--- src/rtl/plru_tree.sv ---
// Tree pseudo-LRU replacement state for SETS independent sets of WAYS ways.
// Optional macro PLRU_INVALID_FIRST_EN: prefer the lowest-index invalid way as victim.
module plru_tree #(
  parameter int  WAYS  = 4,
  parameter int  SETS  = 4,
  localparam int WAY_W = $clog2(WAYS),
  localparam int SET_W = (SETS > 1) ? $clog2(SETS) : 1
) (
  input  logic             clk,
  input  logic             rst,
  input  logic             flush,
  input  logic             access_valid,
  input  logic [SET_W-1:0] access_set,
  input  logic [WAY_W-1:0] access_way,
  input  logic             evict_req,
  input  logic [SET_W-1:0] evict_set,
  input  logic [WAYS-1:0]  way_valid,
  output logic             evict_valid,
  output logic [WAY_W-1:0] evict_way
);

  logic [SETS-1:0][WAYS-2:0] tree_q, tree_d;
  logic                      evict_valid_q, evict_valid_d;
  logic [WAY_W-1:0]          evict_way_q, evict_way_d;

  logic             acc_in_range, ev_in_range;
  logic             acc_ok, ev_ok;
  logic [WAYS-1:0]  vict_tree;
  logic [WAY_W-1:0] victim;

  // Trees are handled padded to WAYS bits so node indices fit in WAY_W bits.
  function automatic logic [WAY_W-1:0] walk(input logic [WAYS-1:0] t);
    logic [WAY_W-1:0] nd;
    logic [WAY_W-1:0] w;
    nd = '0;
    w  = '0;
    for (int d = 0; d < WAY_W; d++) begin
      w  = {w[WAY_W-1:0], t[nd]} >> 0;
      nd = WAY_W'(2 * int'(nd) + 1 + int'(t[nd]));
    end
    return w;
  endfunction

  function automatic logic [WAYS-1:0] touch(input logic [WAYS-1:0] t,
                                            input logic [WAY_W-1:0] w);
    logic [WAYS-1:0]  r;
    logic [WAY_W-1:0] ww;
    logic [WAY_W-1:0] nd;
    r  = t;
    ww = w;
    nd = '0;
    for (int d = 0; d < WAY_W; d++) begin
      r[nd] = ~ww[WAY_W-1];
      nd    = WAY_W'(2 * int'(nd) + 1 + int'(ww[WAY_W-1]));
      ww    = ww << 1;
    end
    return r;
  endfunction

  if (SETS == (1 << SET_W)) begin : g_pow2
    assign acc_in_range = 1'b1;
    assign ev_in_range  = 1'b1;
  end else begin : g_npow2
    assign acc_in_range = (access_set < SET_W'(SETS));
    assign ev_in_range  = (evict_set < SET_W'(SETS));
  end

  assign acc_ok = access_valid && acc_in_range;
  assign ev_ok  = evict_req && ev_in_range && !flush;

`ifndef PLRU_INVALID_FIRST_EN
  logic unused_way_valid;
  assign unused_way_valid = ^way_valid;
`endif

  always_comb begin
    vict_tree = '0;
    for (int s = 0; s < SETS; s++) begin
      if (evict_set == SET_W'(s)) vict_tree = {1'b0, tree_q[s]};
    end
    victim = walk(vict_tree);
`ifdef PLRU_INVALID_FIRST_EN
    if (~way_valid != '0) begin
      for (int i = WAYS - 1; i >= 0; i--) begin
        if (!way_valid[i]) victim = WAY_W'(i);
      end
    end
`endif
  end

  // Same-set collision: the fill-touch is applied on top of the access touch.
  always_comb begin
    logic [WAYS-1:0] t;
    tree_d = tree_q;
    t      = '0;
    for (int s = 0; s < SETS; s++) begin
      t = {1'b0, tree_q[s]};
      if (acc_ok && access_set == SET_W'(s)) t = touch(t, access_way);
      if (ev_ok && evict_set == SET_W'(s))   t = touch(t, victim);
      tree_d[s] = t[WAYS-2:0];
    end
    if (flush) tree_d = '0;
    evict_valid_d = ev_ok;
    evict_way_d   = ev_ok ? victim : evict_way_q;
  end

  always_ff @(posedge clk) begin
    if (rst) begin
      tree_q        <= '0;
      evict_valid_q <= 1'b0;
      evict_way_q   <= '0;
    end else begin
      tree_q        <= tree_d;
      evict_valid_q <= evict_valid_d;
      evict_way_q   <= evict_way_d;
    end
  end

  assign evict_valid = evict_valid_q;
  assign evict_way   = evict_way_q;

endmodule

--- config.mk ---
export PLATFORM = sky130hd
export DESIGN_NAME = plru_tree
export DESIGN_NICKNAME = d
export VERILOG_FILES = /design/src/rtl/plru_tree.sv
export SDC_FILE = /design/constraint.sdc
export NUM_CORES = 1
export LEC_CHECK = 0
export CAP_MARGIN = 5
export CORE_MARGIN = 4
export CORE_UTILIZATION = 40
export DETAILED_ROUTE_END_ITERATION = 6
export GPL_TIMING_DRIVEN = 0
export PLACE_DENSITY = 0.64
export SLEW_MARGIN = 40
export SYNTH_ARGS = -nofsm -noshare
export SYNTH_HDL_FRONTEND = slang
export SYNTH_SLANG_ARGS = --single-unit
--- constraint.sdc ---
create_clock -name clk -period 1.96 [get_ports clk]
set_clock_uncertainty 0.05 [all_clocks]
set_input_delay 0.49 -clock clk [delete_from_list [all_inputs] [get_ports clk]]
set_output_delay 0.49 -clock clk [all_outputs]
set_load 0.03 [all_outputs]
==> impl_metrics.toml, run 1 <==
[clock_network]
cts_tree = "built"
numCtsBuffers = 3
clock_path_buffers = 2
cts_sinks = 15
root_buffer = "clkbuf_4"
h-tree-depth = 1
clkLatencyLatePin_ps = 290
clkTransAtPathRegs_ps = 90

[routing]
wl_per_cell_um = 17.2
ant_nets = 0
first_iter_violations = 29
firstDrtPassIters = 4
vias = 844
via_per_inst = 6.12
remaining_drc_errors = 0
wirelength_um = 2370

[setup_path]
r2r-start = "tree_q[9]"
required_ps = 1420
path_class = "reg2out"
cp-startpoint = "evict_way[1]"
path_buf_inv = 1
slowest_stage = "clkdlybuf4s50_1"
critPathMaxStageDelay_ps = 680
worstPathCellList = "clkdlybuf4s50_1"
critPathCaptureType = "output pin"
critPathLaunchType = "register"
ff2ff_path_depth = 4
critical_path_arrival_ps = 1320
critical_path_depth = 1
critPathTopFamily = "buffers and inverters"
path_max_fanout = 2

[finish]
final_layout_size_suffix_gt1_share_pct = 13.6
num_antenna_cells = 0
syn_to_final_growth_pct = 19.9
fin_util_pct = 50.2
final_nets = 126

[global_routing]
grt_use_total_pct = 15.9
grt_pass1_vias = 814
grt.overflow.total = 0
grt_max_degree = 11
grt_pass1_wl_um = 3950
antenna_found_initial = 0

[synth]
ys_seq_area_share_pct = 32.4
synth_edf_count = 0
synth_compound_area_share_pct = 13.1
syn-num-nets = 111
synth_top_cell_area_share_pct = 32.4
synthesis.area_sq_um = 926
muxShareOfSynthArea_pct = 17.4
yosys.area_share.simple_pct = 32.2
synth-async-reset-ratio_pct = 0
syn_inst = 96
synthTopCellsByArea = "dfxtp_1, mux2i_1, a211oi_1, mux4_2, nor4bb_1"
synth_top_area_cell = "dfxtp_1"
synth_top_family_by_area = "simple AND/OR/NAND/NOR gates"
synth_xor_area_share_pct = 0
avgSynthCellArea_sq_um = 9.64
yosys_warnings = 0
synth_cell_types = 32
ys.flop_type = "dfxtp_1"
synth.most_common_cell = "dfxtp_1"
post_synth_most_frequent_cells = "dfxtp_1, mux2i_1, a211oi_1, clkbuf_1, nand2_1"
synth_seq_cells = 15
synthAdderAreaFrac_pct = 0

[place]
port_buffers = 11
dpl_worst_slack_ps = -557
gp_congestion = 0.852
hpwl_um = 1740

[sta]
finalWorstSetupSlack_ps = 100
rsz0062_at_grt = "no"
fin_crit_sh_pct = 94.9
worst_pin_slew_ps = 539
finalCriticalPeriod_ps = 1860
setup_violations = 0
slew_headroom_pct = 64.1
max_freq_ghz = 0.538
slew_viol_final = 0
hold_viol = 0

[floorplan]
chipHeight_um = 56.1
die_w_um = 56.1
floorplan.initialDensity_pct = 41.9
io_pins = 18
rows = 17
core_sq_um = 2210
die_area_sq_um = 3150

[power]
leakage_nw = 0.388
ir_drop_uv = 427
p_per_area_nw_per_um2 = 548

[hold_path]
hold_path_class = "reg2reg"
min_path_cells = 2
hold_start = "tree_q[9]"

[status]
status = "completed"

[run]
maxCapViolCount = 0
==> power breakdown <==
part           internal, mW  switching [mW]
Clock                0.0792           0.106
Sequential            0.312         0.00397
Combinational        0.0482          0.0588
Total                 0.439           0.169
==> worst paths after layout <==
kind / endpoint / slack, ps
hold reg to reg: tree_q[11] / 450
setup reg to reg: tree_q[7] / 260
hold / removal: tree_q[11] / 450
setup / recovery: evict_way[1] / 100
==> layer usage <==
metal	GRT usage, %	up-vias	share of wire [%]
met5	0	-	0
li1	-	405	-
met1	22.0	399	42
met2	24.5	31	49
met3	4.87	9	6.3
met4	3.05	0	1.6
==> cells by family after synthesis <==
| logic type | count (synthesis) |
|---|---|
| buf+inv | 11 |
| mux | 12 |
| flops | 15 |
| simple gates | 41 |
| compound gates | 17 |
==> layout by cell type (no fill, tap or decap), types with 3 or more instances in the layout <==
master            n
dfxtp_1          15
mux2i_1           9
clkdlybuf4s50_1   8
a211oi_1          7
clkbuf_1          5
nand2_1           5
nand4b_1          4
and3_1            4
a21oi_1           4
buf_2             3
inv_1             3
nor3b_1           3
nor2_1            3
clkbuf_4          3
==> timing repair <==
item,CTS,global route
gates resized for setup,3,6
setup buffers,0,0
endpoints found under the setup margin,11,3
hold buffers,0,0
==> final cells by class <==
cell class	count	area, sq um
Buffer	7	30.0
Clock buffer	4	26.3
Fill cell	228	1100
Inverter	3	11.3
Multi-Input combinational cell	70	604
Sequential cell	15	300
Tap cell	28	35.0
Timing Repair Buffer	11	103
==> flip-flops by register name, summed over array words and instances, names as in the netlist <==
| name | count |
|---|---|
| evict_way | 2 |
| tree_q | 12 |
| evict_valid | 1 |
==> through the flow <==
stage / power, mW / hold WS (ps) / cells / setup TNS (ps) / area, sq um
6_report: 0.608 / 453 / 138 / 0 / 1110
5_1_grt: 0.629 / 491 / 138 / 0 / 1110
4_1_cts: 0.606 / 454 / 139 / 0 / 1090
3_5_place_dp: 0.428 / 441 / 135 / -5130 / 1070
3_3_place_gp: 0.426 / 426 / 135 / -4500 / 1070
2_1_floorplan: 0.386 / 402 / 96 / 0 / 926
Note: power is estimated with default switching activity, not from simulation.
==> inputs of run 2 (changes only) <==
--- a/config.mk
+++ b/config.mk
@@ -10,6 +10,7 @@
 export CORE_UTILIZATION = 40
 export DETAILED_ROUTE_END_ITERATION = 6
 export GPL_TIMING_DRIVEN = 0
+export MAX_ROUTING_LAYER = met4
 export PLACE_DENSITY = 0.64
 export SLEW_MARGIN = 40
 export SYNTH_ARGS = -nofsm -noshare
==> run 2 against run 1 <==
  * Final area unchanged
  * Sequential cell count unchanged
  * Clock power about the same
  * Critical path type unchanged
  * Setup slack better by 2.9 ps
  * Core utilization is the same
  * Sequential power is essentially flat
==> impl_metrics.toml, run 2 (synthesis gave the netlist of run 1 again) <==
[status]
status = "completed"

[place]
dpl_worst_slack_ps = -557
gp_congestion = 0.866
hpwl_um = 1740
dp_cells = 135
port_buffers = 11

[finish]
largest_reg_flops = 12
layoutNonFillerInstCount = 138
mostFrequentLayoutCells = "dfxtp_1, mux2i_1, clkdlybuf4s50_1"
syn_to_final_growth_pct = 19.9
final_nets = 126
num_antenna_cells = 0
regMostFlops = "tree_q"
layout_commonest_cell = "dfxtp_1"
final_layout_size_suffix_gt1_share_pct = 13.6

[routing]
wl_per_cell_um = 17.1
first_iter_violations = 29
vias = 851
ant_nets = 0
via_per_inst = 6.17
firstDrtPassIters = 4
remaining_drc_errors = 0
wirelength_um = 2360

[sta]
max_freq_ghz = 0.538
rsz0062_at_grt = "no"
finalCriticalPeriod_ps = 1860
fin_crit_sh_pct = 94.8
worst_pin_slew_ps = 533
slew_headroom_pct = 64.4
hold_viol = 0
slew_viol_final = 0
setup_violations = 0
finalWorstSetupSlack_ps = 103
tns_ps = 0

[power]
leakage_nw = 0.388
p_per_area_nw_per_um2 = 546
ir_drop_uv = 426

[hold_path]
hold_path_class = "reg2reg"
hold_start = "tree_q[9]"
min_path_cells = 2
holdPathEnd = "tree_q[11]"

[setup_path]
r2r-end = "tree_q[7]"
worstPathCellList = "clkdlybuf4s50_1"
critPathTopFamily = "buffers and inverters"
critPathCaptureType = "output pin"
regToRegSetupSlack_ps = 260
path_max_fanout = 2
r2r-start = "tree_q[9]"
critPathMaxStageDelay_ps = 680
ff2ff_path_depth = 4
path_buf_inv = 1
path_class = "reg2out"
critical_path_arrival_ps = 1320
critPathLaunchType = "register"
required_ps = 1420
slowest_stage = "clkdlybuf4s50_1"

[floorplan]
rows = 17
floorplan.initialDensity_pct = 41.9
die_w_um = 56.1
io_pins = 18
core_sq_um = 2210
die_area_sq_um = 3150
chipHeight_um = 56.1

[clock_network]
post_cts_buffers = 0
h-tree-depth = 1
cts_sinks = 15
root_buffer = "clkbuf_4"
numCtsBuffers = 3
clock_path_buffers = 2
cts_tree = "built"
holdBufCountCts = 0
clkTransAtPathRegs_ps = 90
clkLatencyLatePin_ps = 290

[global_routing]
grt_pass1_wl_um = 3970
grt_use_total_pct = 16.4
grt.overflow.total = 0
grt_pass1_vias = 811
grt_max_degree = 11
antenna_found_initial = 0

[run]
maxCapViolCount = 0
## run 2: cell counts in the layout (fill, tap and decap cells not counted)
No cell type changed its count.
## run 2: repair_timing
action                     CTS  global route
resized for setup            3             6
hold endpoints to repair     0             0
gates cloned                 0             0
pin swaps                    0             0
setup endpoints to repair   11             3
## run 2: how the worst max path moves through the flow
stage / startpoint / to / cells after the start
final: evict_way[1] / evict_way[1] / 1
after global routing: access_valid / tree_q[7] / 5
after CTS: evict_set[0] / tree_q[1] / 5
after detailed placement: evict_set[0] / tree_q[7] / 5
after global placement: evict_set[0] / tree_q[1] / 5
after floorplan: evict_set[1] / tree_q[1] / 4
## run 2: layer usage
layer | vias to the layer above | track usage, % | part of all wire (%)
li1 | 408 | - | -
met1 | 407 | 22.1 | 43
met2 | 32 | 24.5 | 49
met3 | 4 | 4.87 | 6.1
met4 | 0 | 3.05 | 0.98
met5 | - | - | 0
## run 2: power by group
group          total, mW  switching, mW  internal, mW
Sequential         0.316        0.00395         0.312
Clock              0.183          0.104        0.0791
Combinational      0.107         0.0586        0.0482
## run 2: metrics by stage
| stage | util, % | instance area, sq um | power, mW | hold WS [ps] |
|---|---|---|---|---|
| 2_1_floorplan | - | 926 | 0.386 | 402 |
| 3_3_place_gp | 48.4 | 1070 | 0.426 | 426 |
| 3_5_place_dp | 48.4 | 1070 | 0.428 | 441 |
| 4_1_cts | 49.4 | 1090 | 0.606 | 454 |
| 5_1_grt | 50.2 | 1110 | 0.629 | 491 |
| 6_report | 50.2 | 1110 | 0.606 | 451 |
## run 2: worst register-to-register path: stages, from the launching register on
cell and delay (ps):
dfxtp_1 350, mux4_2 520, buf_2 210, nor4b_1 350
a211oi_1 90
## run 2: cell type report
class / instances / area [sq um]
inverters: 3 / 11.3
clock buffers: 4 / 26.3
repair buffers: 11 / 103
plain buffers: 7 / 30.0
well taps: 28 / 35.0
fillers: 228 / 1100
multi-input cells: 70 / 604
flip-flops and latches: 15 / 300
